==> src/rtl/ascii_num_stream_sep_if.sv <==
// ---------------------------------------------------------------------------
// ascii_num_stream_sep_if
// Purpose : bundles the byte-stream handshake from the UART packet deframer
//           and the number-RAM write port of ascii_num_stream_sep.
// Signals : pkt_payload_data/valid/last  byte stream into the separator
//           pkt_payload_ready            byte accepted when valid && ready
//           ram_wr_en/addr/data          one-cycle write of a parsed value
// Modports: master - byte source / RAM side (drives payload, observes writes)
//           slave  - the separator itself
// ---------------------------------------------------------------------------
interface ascii_num_stream_sep_if #(
  parameter int DATA_WIDTH = 32,
  parameter int ADDR_WIDTH = 11
);
  logic [7:0]            pkt_payload_data;
  logic                  pkt_payload_valid;
  logic                  pkt_payload_last;
  logic                  pkt_payload_ready;
  logic                  ram_wr_en;
  logic [ADDR_WIDTH-1:0] ram_wr_addr;
  logic [DATA_WIDTH-1:0] ram_wr_data;

  modport master (
    output pkt_payload_data, pkt_payload_valid, pkt_payload_last,
    input  pkt_payload_ready,
    input  ram_wr_en, ram_wr_addr, ram_wr_data
  );

  modport slave (
    input  pkt_payload_data, pkt_payload_valid, pkt_payload_last,
    output pkt_payload_ready,
    output ram_wr_en, ram_wr_addr, ram_wr_data
  );
endinterface

==> src/rtl/ascii_num_stream_sep.sv <==
// ---------------------------------------------------------------------------
// ascii_num_stream_sep
// Purpose : parses a packet payload of decimal ASCII integers on the fly, one
//           byte per cycle, and writes each value to a number RAM at
//           consecutive addresses starting at 0.
// Ports   : clk, rst (async, active-high), clear (sync, wins over everything)
//           bus        payload stream in / RAM write port out (slave modport)
//           busy       packet in progress
//           done       sticky: packet parsed, num_count final
//           invalid    sticky: packet rejected
//           ovf        sticky: at least one value saturated (SAT_EN=1 only)
//           num_count  numbers written so far
// ---------------------------------------------------------------------------
module ascii_num_stream_sep #(
  parameter int DATA_WIDTH = 32,
  parameter int ADDR_WIDTH = 11,
  parameter int MAX_NUMS   = 2048,
  parameter bit SAT_EN     = 1'b0
) (
  input  logic                  clk,
  input  logic                  rst,
  input  logic                  clear,
  ascii_num_stream_sep_if.slave bus,
  output logic                  busy,
  output logic                  done,
  output logic                  invalid,
  output logic                  ovf,
  output logic [ADDR_WIDTH:0]   num_count
);

  localparam int CW = ADDR_WIDTH + 1;   // counter width
  localparam int MW = DATA_WIDTH + 1;   // magnitude accumulator width
  localparam int EW = DATA_WIDTH + 5;   // wide enough for acc*10+9 without wrap

  localparam logic [MW-1:0] NEG_LIM = {2'b01, {(DATA_WIDTH-1){1'b0}}};
  localparam logic [MW-1:0] POS_LIM = NEG_LIM - MW'(1);
  localparam logic [CW-1:0] MAX_CNT = CW'(MAX_NUMS);

  typedef enum logic [2:0] {
    S_IDLE, S_GAP, S_SIGN, S_DIGIT, S_DRAIN, S_FIN, S_DONE, S_ERR
  } state_e;

  state_e                state_q,   state_d;
  logic [MW-1:0]         acc_q,     acc_d;
  logic                  neg_q,     neg_d;
  logic                  sat_q,     sat_d;
  logic                  wr_en_q,   wr_en_d;
  logic [ADDR_WIDTH-1:0] wr_addr_q, wr_addr_d;
  logic [DATA_WIDTH-1:0] wr_data_q, wr_data_d;
  logic                  done_q,    done_d;
  logic                  invalid_q, invalid_d;
  logic                  ovf_q,     ovf_d;
  logic [CW-1:0]         count_q,   count_d;

  // Character classes of the byte currently offered.
  logic [7:0] ch;
  logic       is_digit, is_minus, is_sep, last;
  assign ch       = bus.pkt_payload_data;
  assign last     = bus.pkt_payload_last;
  assign is_digit = (ch >= 8'h30) && (ch <= 8'h39);
  assign is_minus = (ch == 8'h2D);
  assign is_sep   = (ch == 8'h20) || (ch == 8'h2C) || (ch == 8'h09) ||
                    (ch == 8'h0D) || (ch == 8'h0A);

  logic in_gap, stall, ready, accept;
  assign in_gap = (state_q == S_IDLE) || (state_q == S_GAP);
  // A last-byte digit right after a separator emit would emit again next
  // cycle; hold it off for the one cycle the previous write is on the port.
  assign stall  = wr_en_q && in_gap && bus.pkt_payload_valid && is_digit && last;
  assign ready  = !(state_q inside {S_FIN, S_DONE, S_ERR}) && !stall;
  assign accept = bus.pkt_payload_valid && ready;

  // One decimal step on the magnitude; a digit seen from IDLE/GAP starts a
  // fresh positive number. The sign is known before the first digit, so the
  // clamp limit is fixed for the whole number.
  logic          neg_eff, over, sat_new;
  logic [MW-1:0] base, lim, acc_new;
  logic [EW-1:0] step;
  assign neg_eff = in_gap ? 1'b0 : neg_q;
  assign base    = (state_q == S_DIGIT) ? acc_q : '0;
  assign step    = EW'(base) * EW'(10) + EW'(ch[3:0]);
  assign lim     = neg_eff ? NEG_LIM : POS_LIM;
  assign over    = step > EW'(lim);
  assign acc_new = over ? lim : step[MW-1:0];
  assign sat_new = ((state_q == S_DIGIT) && sat_q) || over;

  logic                  err, emit, emit_neg, emit_sat;
  logic [DATA_WIDTH-1:0] emit_mag;

  // NOTE: every signal written here gets a default first, so no path leaves a value unassigned and no latch is inferred.
  always_comb begin
    state_d   = state_q;
    acc_d     = acc_q;
    neg_d     = neg_q;
    sat_d     = sat_q;
    wr_en_d   = 1'b0;
    wr_addr_d = wr_addr_q;
    wr_data_d = wr_data_q;
    done_d    = done_q;
    invalid_d = invalid_q;
    ovf_d     = ovf_q;
    count_d   = count_q;
    err       = 1'b0;
    emit      = 1'b0;
    emit_mag  = acc_q[DATA_WIDTH-1:0];
    emit_neg  = neg_q;
    emit_sat  = sat_q;

    if (accept) begin
      case (state_q)
        S_IDLE, S_GAP, S_SIGN, S_DIGIT: begin
          if (is_digit) begin
            if (in_gap && (count_q == MAX_CNT)) begin
              err = 1'b1;
            end else if (over && !SAT_EN) begin
              err = 1'b1;
            end else begin
              acc_d = acc_new;
              neg_d = neg_eff;
              sat_d = sat_new;
              if (last) begin
                emit     = 1'b1;
                emit_mag = acc_new[DATA_WIDTH-1:0];
                emit_neg = neg_eff;
                emit_sat = sat_new;
                state_d  = S_FIN;
              end else begin
                state_d  = S_DIGIT;
              end
            end
          end else if (is_minus && in_gap) begin
            // A trailing '-' can never become a number.
            if ((count_q == MAX_CNT) || last) begin
              err = 1'b1;
            end else begin
              neg_d   = 1'b1;
              state_d = S_SIGN;
            end
          end else if (is_sep && (state_q != S_SIGN)) begin
            if (state_q == S_DIGIT) begin
              emit    = 1'b1;
              state_d = last ? S_FIN : S_GAP;
            end else if (last) begin
              state_d = S_DONE;
              done_d  = 1'b1;
            end else begin
              state_d = S_GAP;
            end
          end else begin
            err = 1'b1;
          end
        end
        S_DRAIN: begin
          if (last) begin
            state_d   = S_ERR;
            invalid_d = 1'b1;
          end
        end
        default: ;
      endcase
    end

    // The final write is on the port this cycle; done follows it.
    if (state_q == S_FIN) begin
      state_d = S_DONE;
      done_d  = 1'b1;
    end

    if (err) begin
      if (last) begin
        state_d   = S_ERR;
        invalid_d = 1'b1;
      end else begin
        state_d   = S_DRAIN;
      end
    end

    if (emit) begin
      wr_en_d   = 1'b1;
      wr_addr_d = count_q[ADDR_WIDTH-1:0];
      wr_data_d = emit_neg ? (~emit_mag + DATA_WIDTH'(1)) : emit_mag;
      count_d   = count_q + CW'(1);
      if (emit_sat) ovf_d = 1'b1;
    end

    if (clear) begin
      state_d   = S_IDLE;
      acc_d     = '0;
      neg_d     = 1'b0;
      sat_d     = 1'b0;
      wr_en_d   = 1'b0;
      wr_addr_d = '0;
      wr_data_d = '0;
      done_d    = 1'b0;
      invalid_d = 1'b0;
      ovf_d     = 1'b0;
      count_d   = '0;
    end
  end

  // NOTE: registers take non-blocking assignments so every flop samples pre-edge values regardless of statement order.
  always_ff @(posedge clk or posedge rst) begin
    if (rst) begin
      state_q   <= S_IDLE;
      acc_q     <= '0;
      neg_q     <= 1'b0;
      sat_q     <= 1'b0;
      wr_en_q   <= 1'b0;
      wr_addr_q <= '0;
      wr_data_q <= '0;
      done_q    <= 1'b0;
      invalid_q <= 1'b0;
      ovf_q     <= 1'b0;
      count_q   <= '0;
    end else begin
      state_q   <= state_d;
      acc_q     <= acc_d;
      neg_q     <= neg_d;
      sat_q     <= sat_d;
      wr_en_q   <= wr_en_d;
      wr_addr_q <= wr_addr_d;
      wr_data_q <= wr_data_d;
      done_q    <= done_d;
      invalid_q <= invalid_d;
      ovf_q     <= ovf_d;
      count_q   <= count_d;
    end
  end

  assign bus.pkt_payload_ready = ready;
  assign bus.ram_wr_en         = wr_en_q;
  assign bus.ram_wr_addr       = wr_addr_q;
  assign bus.ram_wr_data       = wr_data_q;
  assign busy                  = !(state_q inside {S_IDLE, S_DONE, S_ERR});
  assign done                  = done_q;
  assign invalid               = invalid_q;
  assign ovf                   = ovf_q;
  assign num_count             = count_q;

endmodule

==> src/flat_wrapper.sv <==
// flat-port wrapper written by rule: the top's interface ports become plain ports
module ascii_num_stream_sep_flat 
#(
  parameter int DATA_WIDTH = 32,
  parameter int ADDR_WIDTH = 11,
  parameter int MAX_NUMS   = 2048,
  parameter bit SAT_EN     = 1'b0
)
  (clk, rst, clear, busy, done, invalid, ovf, num_count, bus_pkt_payload_data, bus_pkt_payload_valid, bus_pkt_payload_last, bus_pkt_payload_ready, bus_ram_wr_en, bus_ram_wr_addr, bus_ram_wr_data);
  ascii_num_stream_sep_if #(.DATA_WIDTH(DATA_WIDTH), .ADDR_WIDTH(ADDR_WIDTH)) bus_i ();
  input  logic clk;
  input  logic rst;
  input  logic clear;
  output logic busy;
  output logic done;
  output logic invalid;
  output logic ovf;
  output logic [ADDR_WIDTH:0] num_count;
  input wire logic [$bits(bus_i.pkt_payload_data)-1:0] bus_pkt_payload_data;
  input wire logic [$bits(bus_i.pkt_payload_valid)-1:0] bus_pkt_payload_valid;
  input wire logic [$bits(bus_i.pkt_payload_last)-1:0] bus_pkt_payload_last;
  output wire logic [$bits(bus_i.pkt_payload_ready)-1:0] bus_pkt_payload_ready;
  output wire logic [$bits(bus_i.ram_wr_en)-1:0] bus_ram_wr_en;
  output wire logic [$bits(bus_i.ram_wr_addr)-1:0] bus_ram_wr_addr;
  output wire logic [$bits(bus_i.ram_wr_data)-1:0] bus_ram_wr_data;
  assign bus_i.pkt_payload_data = bus_pkt_payload_data;
  assign bus_i.pkt_payload_valid = bus_pkt_payload_valid;
  assign bus_i.pkt_payload_last = bus_pkt_payload_last;
  assign bus_pkt_payload_ready = bus_i.pkt_payload_ready;
  assign bus_ram_wr_en = bus_i.ram_wr_en;
  assign bus_ram_wr_addr = bus_i.ram_wr_addr;
  assign bus_ram_wr_data = bus_i.ram_wr_data;
  ascii_num_stream_sep #(.DATA_WIDTH(DATA_WIDTH), .ADDR_WIDTH(ADDR_WIDTH), .MAX_NUMS(MAX_NUMS), .SAT_EN(SAT_EN)) u_core (.clk(clk), .rst(rst), .clear(clear), .bus(bus_i), .busy(busy), .done(done), .invalid(invalid), .ovf(ovf), .num_count(num_count));
endmodule
==> config.mk <==
export PLATFORM = sky130hd
export DESIGN_NAME = ascii_num_stream_sep_flat
export DESIGN_NICKNAME = d
export VERILOG_FILES = /design/src/rtl/ascii_num_stream_sep_if.sv /design/src/rtl/ascii_num_stream_sep.sv /design/src/flat_wrapper.sv
export SDC_FILE = /design/constraint.sdc
export NUM_CORES = 1
export LEC_CHECK = 0
export BUFFER_PORTS_ARGS = -buffer_cell sky130_fd_sc_hd__buf_4
export CORE_MARGIN = 2
export CORE_UTILIZATION = 55
export CTS_CLUSTER_DIAMETER = 100
export DETAILED_ROUTE_END_ITERATION = 7
export PLACE_DENSITY = 0.77
export SYNTH_ARGS = -nofsm -noshare
export SYNTH_HDL_FRONTEND = slang
export SYNTH_SLANG_ARGS = --single-unit
==> constraint.sdc <==
create_clock -name clk -period 9 [get_ports clk]
set_input_delay 0.9 -clock clk [delete_from_list [all_inputs] [get_ports clk]]
set_output_delay 0.9 -clock clk [all_outputs]
set_load 0.1 [all_outputs]
## Word level (Yosys, flattened, before mapping)

Cells that the tools add are included.

| storage, ports and cells | value |
|---|---|
| register bits | 97 |
| bits of input ports | 13 |
| output and inout bits | 61 |
| logic and storage cells | 191 |

| cells by class | value |
|---|---|
| order comparisons | 3 |
| reduce and logical (&&, ||, !) cells | 42 |
| bitwise logic cells | 1 |
| add/subtract/negate cells | 3 |
| equal/unequal tests | 28 |
| multiply operators | 1 |
| mux-type cells | 102 |

Operator list:

| cell | count |
|---|---|
| $mux W32 | 10 |
| $mux W33 | 7 |
| $mux W1 | 64 |
| $mux W3 | 15 |
| $add A37 B4 Y37 | 1 |
| $gt A37 B33 Y1 | 1 |
| $mul A33 B3 Y36 const B | 1 |
| $add A32 B1 Y32 const B | 1 |
| $not A32 Y32 | 1 |
| $eq A8 B4 Y1 const B | 3 |
| $eq A8 B6 Y1 const B | 3 |
| $mux W12 | 2 |
| $mux W11 | 2 |
| $reduce_bool A3 Y1 | 7 |
| $ne A3 B3 Y1 const B | 5 |
| $reduce_and A7 Y1 | 2 |
| $add A12 B1 Y12 const B | 1 |
| $eq A12 B12 Y1 const B | 1 |
| $eq A3 B3 Y1 const B | 4 |
| $ne A6 B6 Y1 const B | 2 |
| $logic_and A1 B1 Y1 | 11 |
| $reduce_bool A2 Y1 | 5 |
| $ge A8 B6 Y1 const B | 1 |
| $le A8 B6 Y1 const B | 1 |
| other kinds (18) | 29 |

## Logic depth before layout (Yosys ltp)

Gate-level depths: netlist of the first run.

| depth | value |
|---|---|
| depth in word-level cells | 15 |
| gate-level depth with buffers | 42 |
| depth with buffers taken out | 37 |

## Least setup slack after synthesis of the first run

No wires, ideal clock.

| timing path | value |
|---|---|
| path type | flip-flop to flip-flop |
| start point | register u_core.state_q[2] |
| end point | register u_core.wr_data_q[30], in the netlist u_core.bus.ram_wr_data[30] |
| path buffers | 5 |
| setup time | 0.087 ns |
| slack | -0.134 ns |
| clock period less this slack | 9.134 ns |
| cell stages (with the launch flop) | 41 |
| arrival time | 9.047 ns |
| required time | 8.913 ns |
| path through | dfrtp_1 > buf_4 > and3b_1 > clkbuf_1 > clkbuf_1 > and2_1 > ha_1 > ha_1 > a21oi_1 > o31ai_4 > a211oi_2 > o21ai_1 > xor2_1 > nand3_2 > nor4_2 > nand2_1 > xor2_1 > inv_1 > [5 not listed] > a21oi_1 > a211oi_1 > o21ai_1 > or3_1 > buf_2 > buf_2 > a21oi_1 > ha_1 > nand3b_1 > nor2_1 > or4b_1 > nor4_2 > nand4_1 > nor4_1 > a31oi_2 > o31ai_2 > xnor2_1 > a211oi_2 |

| between the ends | value |
|---|---|
| word-level cells in the longest chain between the ends | 15 |
| elaborated cells on any way between the ends | 54 |
| those cells by class | add/sub: 2; mul: 1; order compare: 1; eq/ne: 7; mux: 26; bitwise: 1; reduce/logical: 16 |

Ends and longest elaborated chain:

| what | line | text |
|---|---|---|
| start: declaration | ascii_num_stream_sep.sv:43 | `state_e state_q, state_d;` |
| start signal: assignment | ascii_num_stream_sep.sv:216 | `state_q <= state_d;` |
| $eq A3 B2 Y1, or another cell as far along | ascii_num_stream_sep.sv:80, ascii_num_stream_sep.sv:110, ascii_num_stream_sep.sv:140 |  |
| $mux W33 or $logic_or A1 B1 Y1 (tied branches) | ascii_num_stream_sep.sv:80, ascii_num_stream_sep.sv:66 |  |
| $mul A33 B3 Y36, or another cell as far along | ascii_num_stream_sep.sv:81 | `assign step = EW'(base) * EW'(10) + EW'(ch[3:0]);` |
| $add A37 B4 Y37, or another cell as far along | ascii_num_stream_sep.sv:81 |  |
| $gt A37 B33 Y1, or another cell as far along | ascii_num_stream_sep.sv:83 | `assign over = step > EW'(lim);` |
| $mux W32 or $logic_and A1 B1 Y1 (tied branches) | ascii_num_stream_sep.sv:115, ascii_num_stream_sep.sv:69 |  |
| $mux W32 or $logic_not A1 Y1 (tied branches) | ascii_num_stream_sep.sv:113, ascii_num_stream_sep.sv:70 |  |
| $mux W32 or $logic_and A1 B1 Y1 (tied branches) | ascii_num_stream_sep.sv:112, ascii_num_stream_sep.sv:70 |  |
| $mux W32 or $logic_and A1 B1 Y1 (tied branches) | ascii_num_stream_sep.sv:110, ascii_num_stream_sep.sv:71 |  |
| $mux W32 | ascii_num_stream_sep.sv:109 | `if (accept) begin` |
| $not A32 Y32 | ascii_num_stream_sep.sv:181 | `wr_data_d = emit_neg ? (~emit_mag + DATA_WIDTH'(1)) : emit_mag;` |
| $add A32 B1 Y32 | ascii_num_stream_sep.sv:181 |  |
| $mux W32 | ascii_num_stream_sep.sv:181 |  |
| $mux W32 | ascii_num_stream_sep.sv:178 | `if (emit) begin` |
| $mux W32 | ascii_num_stream_sep.sv:186 | `if (clear) begin` |
| end signal: assignment | ascii_num_stream_sep.sv:222 | `wr_data_q <= wr_data_d;` |
| end: declaration | ascii_num_stream_sep.sv:49 | `logic [DATA_WIDTH-1:0] wr_data_q, wr_data_d;` |

Parallel ways exist; a longest one is shown, timed or not. The select of a mux whose other input is x is not followed.
A chain may end at the register's enable or synchronous reset.

## Worst setup path after layout of the first run

| timing path | value |
|---|---|
| start point | register u_core.state_q[0] |
| end point | register u_core.wr_data_q[30], in the netlist u_core.bus.ram_wr_data[30] |

Same word-level chain as after synthesis.

==> results of run 1 <==
layer usage:
layer  vias up  track usage  wire (µm)
li1       4883            -          -
met1      4923        0.431      13700
met2       439        0.504      14500
met3        81       0.0592       2430
met4         0       0.0984       1110
met5         -            0          0
report_power, final:
part	switching (µW)	internal (µW)
clock network	203	199
logic	192	75.9
registers	5.52	444
synth_stat cells (5+ instances only):
master / n / area share
and3_1: 18 / 0.011
or4_1: 5 / 0.0037
nor2_1: 94 / 0.035
o21ai_1: 9 / 0.0045
or2_2: 7 / 0.0044
inv_1: 34 / 0.013
or3_1: 16 / 0.010
o211ai_1: 18 / 0.013
a31oi_1: 8 / 0.0050
nand2_1: 141 / 0.053
a22o_1: 20 / 0.017
a21oi_1: 98 / 0.049
a211oi_1: 15 / 0.011
dfrtp_1: 97 / 0.24
nor3_1: 37 / 0.018
ha_1: 97 / 0.12
nor4_1: 18 / 0.011
a21o_1: 26 / 0.019
clkbuf_1: 40 / 0.015
xor2_1: 40 / 0.035
mux2i_1: 15 / 0.015
buf_2: 18 / 0.0090
nor3b_1: 5 / 0.0037
and2_1: 46 / 0.029
nand2b_1: 10 / 0.0062
xnor2_1: 60 / 0.052
nor2b_1: 7 / 0.0044
nand3_1: 33 / 0.016
nand4_1: 38 / 0.024
o21ai_0: 74 / 0.037
a211oi_2: 6 / 0.0075
o31ai_1: 9 / 0.0067
o21a_1: 9 / 0.0067
cell type report:
type,count,area [µm²],share of cell area
timing repair buffer,177,1360,0.112
sequential,97,2430,0.200
clock buffer,9,225,0.0186
tap,229,287,0.0236
inverter,35,134,0.0110
clock inverter,7,81.3,0.00671
multi-input combinational,1068,7600,0.627
stage by stage:
stage | hold slack, ps | worst slack [ps]
2_1_floorplan | 453 | 8.33
3_3_place_gp | 474 | 3.90
3_5_place_dp | 473 | -274
4_1_cts | 498 | 49.1
5_1_grt | 516 | -161
6_report | 497 | 140
worst max path at each step:
stage	slack (ps)	cells after the start	to
2_1_floorplan	8	41	u_core.bus.ram_wr_data[30]
3_3_place_gp	4	38	u_core.bus.ram_wr_data[30]
3_5_place_dp	-270	38	u_core.bus.ram_wr_data[30]
4_1_cts	50	39	u_core.bus.ram_wr_data[30]
5_1_grt	-160	38	u_core.bus.ram_wr_data[30]
6_report	140	38	u_core.bus.ram_wr_data[30]
flip-flops by register name (all words and copies together) (netlist names):
signal,count
u_core.acc_q,33
u_core.bus.ram_wr_data,32
u_core.num_count,12
u_core.bus.ram_wr_addr,11
u_core.state_q,3
u_core.bus.ram_wr_en,1
u_core.done,1
u_core.invalid,1
u_core.neg_q,1
u_core.ovf,1
u_core.sat_q,1
cells by family after synthesis:
logic type / after synthesis
mux: 15
xor+xnor: 102
flops: 97
simple gates: 501
buf+inv: 99
compound gates: 352
fa+ha+maj: 98
what timing repair did:
action                                  CTS  global route
pin swaps                                 5            32
resized for setup                         3            77
cloned                                    0             1
buffers inserted                          2            19
endpoints found under the setup margin    5            10
critical path: cells and delay by family (launching register included):
family	cells	cell delay, ps
AOI/OAI and AO/OA	12	2210
buffers and inverters	4	610
and+or+nand+nor	15	3790
DFF	1	390
muxes	1	260
xor gates and xnor gates	2	370
adders and majority gates	4	1100
==> metrics.txt, run 1 <==
status=finished, final reports clean; Critical path origin=u_core.state_q[0]; RD Place Congestion=roughly 0.96; Synth Net Count=around 1,400; fmax=113 MHz; initial antenna violation count=0; final std cells w/o fill=around 1,600; clk slew on worst S/H paths=80 ps; clk_lat worst skew=approximately 350 ps; sequential fraction of the synthesis area=0.241; Hold EP=u_core.acc_q[32]; Setup TNS Final=0 ps; Overall Power=about 1100 µW; final hold violations=0; DRC viols=0; Final min period=8860 ps; vias in the first global route=between 9,000 and 10,000; Die Width=about 140 µm; hold-critical path depth=1; Die H=roughly 140 µm; worst hold-check path type=register to register; Antenna Diode Count=0; # IOs=between 70 and 80; fillers=1,486; total iterations of the first detailed-routing run=5; capturing point of the worst reg2reg path=u_core.bus.ram_wr_data[30]; clock buffer depth=2; largest family of logic cells by synthesized area=simple AND/OR/NAND/NOR gates; FFs w/ async S/R, synth=1.00; FF-to-FF setup slack=140 ps; startpoint class of the critical path=register; post-synthesis register bit count=97; H-tree levels=3; total grt overflow=0; # port buffers=between 70 and 80; final WL=31,800 µm; Mapped Cells=approximately 1,300; share of the clock period used by the worst path=0.984; Final setup viols=0; largest net degree at the start of global routing=63; RSZ-0062 raised after global routing=true; Critical Path AT=~9000 ps; final-stage net count=about 1,500; P&R area growth vs syn=20.5%; commonest non-fill, non-tap cells in the layout=buf_4, nand2_1, dfrtp_1; simple-gate area share of the yosys netlist=0.256; Synth cell types=between 80 and 90; WP data required=slightly above 9000 ps; skew final=6.93 ps; xor/xnor share of the synthesized area=0.0903; Placed Instances=roughly 1,600; Num CTS Buffers=9; Critical-path top delay cell=or4_4; Power per Cell Area=just over 90 mW/mm²; Util after Layout=0.675; design area=~0.012 mm²; clock sink total=97; vias per cell=6.37; Cell Area, Synth=a little over 0.01 mm²; hold-fix buffers at CTS=0; FP Rows=between 40 and 50; max-cap check violation count=0; first-pass GRT wire length=approximately 50,000 µm; Worst setup EP type=register; final antenna-violating net count=0; core box area=between 0.015 and 0.02 mm²; Synth Area in Compound Gates=0.233; Total GRT Usage=0.314; Final HPWL DP=about 24,000 µm; Synth Flop Type=dfrtp_1; VDD IR-drop max=between 0.0001 and 0.00015 V; min-delay src=u_core.acc_q[32]; Ys Warns=0; share of cells above drive strength 1=0.221; initial core utilization=0.560; die area=slightly below 0.02 mm²; max-slew violation count=0; worst reg-to-reg path cell count=38; Routed WL per cell=19.6 µm; CP max stage delay=~530 ps; Cell Area, Placed=0.0113 mm²; worst-path maximum fanout=19; EDFF count, synth=0; P_leak=around 0.0057 µW; worst-margin pin slew=1050 ps; CP Class=register to register; Synth Area in Adders=0.123; most common cell after layout, fill and taps aside=buf_4; DRT iter0 DRCs=880; post-synthesis mux area share=0.0149; Syn Area/Cell=7.96 µm²; relative slew slack=0.299; Root Buffer=clkbuf_16; worst r2r src=u_core.state_q[0]; TritonCTS clock tree=yes; via count=between 10,000 and 15,000
(Power assumes the default switching activity.)
==> inputs of run 2 (changes only) <==
--- a/config.mk
+++ b/config.mk
@@ -7,10 +7,11 @@
 export LEC_CHECK = 0
 export BUFFER_PORTS_ARGS = -buffer_cell sky130_fd_sc_hd__buf_4
 export CORE_MARGIN = 2
-export CORE_UTILIZATION = 55
+export CORE_UTILIZATION = 25
 export CTS_CLUSTER_DIAMETER = 100
 export DETAILED_ROUTE_END_ITERATION = 7
-export PLACE_DENSITY = 0.77
+export REMOVE_ABC_BUFFERS = 1
+export SLEW_MARGIN = 20
 export SYNTH_ARGS = -nofsm -noshare
 export SYNTH_HDL_FRONTEND = slang
 export SYNTH_SLANG_ARGS = --single-unit
==> run 2 against run 1 <==
Against the previous run: core utilization decreased by 35 points; largest cell class unchanged; the run now ends with DRC left; clock-buffer cell count increased by 2; critical path type unchanged; non-clock buffer count increased by 73; register-to-register slack improved by 210 ps; combinational power increased by 4%; worst setup slack improved by 210 ps.
==> metrics.txt, run 2 (same netlist as run 1, synthesis figures left out) <==
# IOs=74 (unchanged); worst-path maximum fanout=6 (-13); final hold violations=0 (unchanged); Crit path buffers/inverters=7 (+3); P&R area growth vs syn=29.3%; number of flip-flops under the largest register name=33 (unchanged); via count=10,400 (+0.96%); DRC viols=1 (+1); worst-margin pin slew=1120 ps (+69.0 ps); largest net degree at the start of global routing=63 (unchanged); Root Buffer=clkbuf_16; Critical Path AT=8860 ps (-270 ps); status=complete, but fails checks; share of cells above drive strength 1=0.256 (+0.0349); hold-fix buffers at CTS=0 (unchanged); initial antenna violation count=1 (+1); metal1 wirelength=16,600 µm (+20%); die area=0.0418 mm² (+120%); Final HPWL DP=27,500 µm (+16%); first-pass GRT wire length=54,900 µm (+10%); worst hold-check path type=register to register; initial core utilization=0.253 (-0.307); share of the clock period used by the worst path=0.961 (-0.0233); VDD IR-drop max=0.0000699 V (-33%); Critical-path top delay cell=or4b_4; Die H=205 µm (+47%); Net Sw Power=380 µW (-5.2%); most common cell after layout, fill and taps aside=buf_4; DR top layer=met4; final antenna-violating net count=0 (unchanged); total grt overflow=0 (unchanged); Placed Instances=1,959 (+24%); Worst setup EP type=register; Final setup viols=0 (unchanged); P_leak=0.00607 µW (+5.7%); Total GRT Usage=0.164 (-0.149); max-slew violation count=0 (unchanged); failing checks=DRC; final std cells w/o fill=1,990 (+23%); clk_lat worst skew=360 ps (about the same); WP data required=9210 ps (-60 ps); Num CTS Buffers=9 (unchanged); clock buffer depth=2 (unchanged); # port buffers=73 (unchanged); relative slew slack=0.252 (-0.0468); RD Place Congestion=0.922 (-3.9%); Power per Cell Area=84.9 mW/mm² (-8.1%); final WL=35,300 µm (+11%); fmax=116 MHz (+2.4%); Die Width=205 µm (+47%); CP max stage delay=500 ps (-30 ps); clock power share=0.337 (-0.022); vias in the first global route=10,000 (+3.9%); startpoint class of the critical path=register; vias per cell=5.24 (-18%); Final min period=8650 ps (-210 ps); clock sink total=97 (unchanged); DR WL met3=1870 µm (-23%); CP Class=register to register; TritonCTS clock tree=yes; Combinational Power Share=0.254 (+0.015); Sequential Power Share=0.410 (+0.008); Top delay family on crit path=simple AND/OR/NAND/NOR gates; Routed WL per cell=17.8 µm (-9.3%); commonest non-fill, non-tap cells in the layout=buf_4, nand2_1, dfrtp_1; most flop-heavy register=u_core.acc_q; design area=0.0130 mm² (+7.3%); switch share=0.344 (-0.0139); skew final=8.47 ps (+1.54 ps); max-cap check violation count=0 (unchanged); Routed met2 length=16,000 µm (+10%); Power Internal=725 µW (+0.76%); H-tree levels=3 (unchanged); final-stage net count=1,572 (+4.9%); Antenna Diode Count=0 (unchanged); DRT iter0 DRCs=893 (+1.5%); core box area=0.0397 mm² (+120%); Cell Area, Placed=0.0122 mm² (+8.5%); clk slew on worst S/H paths=70 ps (about the same); total iterations of the first detailed-routing run=8 (+3); Crit path top cell by count=buf_4; FP Rows=73 (+49%)
==> run 2: worst reg2reg max path, delay by kind of cell, from the launching register on <==
family / cells / cell delay [ps]
adder cells (fa/ha/maj): 4 / 1030
multiplexers: 1 / 280
flip-flops: 1 / 410
buffers and inverters: 7 / 970
AND/OR/NAND/NOR: 14 / 2960
AO/OA/AOI/OAI: 11 / 2250
XOR/XNOR: 3 / 610
==> run 2: path summary, 6_finish.rpt <==
kind,endpoint,from,slack (ps),depth (start not counted)
worst max-delay path,u_core.bus.ram_wr_data[24],u_core.state_q[2],350,40
min in group asynchronous,u_core.bus.ram_wr_addr[4],rst,570,2
max in group asynchronous,u_core.acc_q[9],rst,7240,3
worst min-delay path,u_core.acc_q[32],u_core.acc_q[32],490,1
worst max register to register,u_core.bus.ram_wr_data[24],u_core.state_q[2],350,40
worst min register to register,u_core.acc_q[32],u_core.acc_q[32],490,1
==> run 2: area by class of cell <==
| cell class | instances | area, µm² |
|---|---|---|
| clock buffer | 11 | 243 |
| clock inverter | 4 | 28.8 |
| fill | 4165 | 26700 |
| inverter | 35 | 134 |
| multi-input combinational | 1068 | 7590 |
| sequential | 97 | 2430 |
| tap | 525 | 657 |
| timing repair buffer | 250 | 1930 |
==> run 2: what timing repair did <==
item | CTS | global route
buffers inserted | 0 | 14
endpoints found under the setup margin | 2 | 10
resized for setup | 2 | 75
pin swaps | 0 | 33
cloned | 0 | 2
==> run 2: power groups by stage <==
stage                     Combinational (µW)  Sequential (µW)  Clock, µW
after detailed placement                 264              460          0
after global placement                   263              459          0
after global routing                     300              453        394
final                                    280              452        372
after CTS                                266              452        376
after floorplan                          134              493          0
==> run 2: layer usage <==
layer | track usage | up-vias
met5 | 0 | -
met1 | 0.233 | 5037
li1 | - | 5008
met4 | 0.0512 | 0
met3 | 0.0177 | 50
met2 | 0.261 | 330
==> run 2: stage by stage <==
stage                     setup TNS, ps  setup slack (ps)  utilization  hold slack, ps  total power, µW
after global placement                0               220        0.307             475              721
after floorplan                   -2350              -623            -             453              627
after global routing               -407              -109        0.327             524             1150
after CTS                             0              38.1        0.314             493             1090
final                                 0               350        0.327             491             1100
after detailed placement          -11.3             -11.3        0.307             479              724
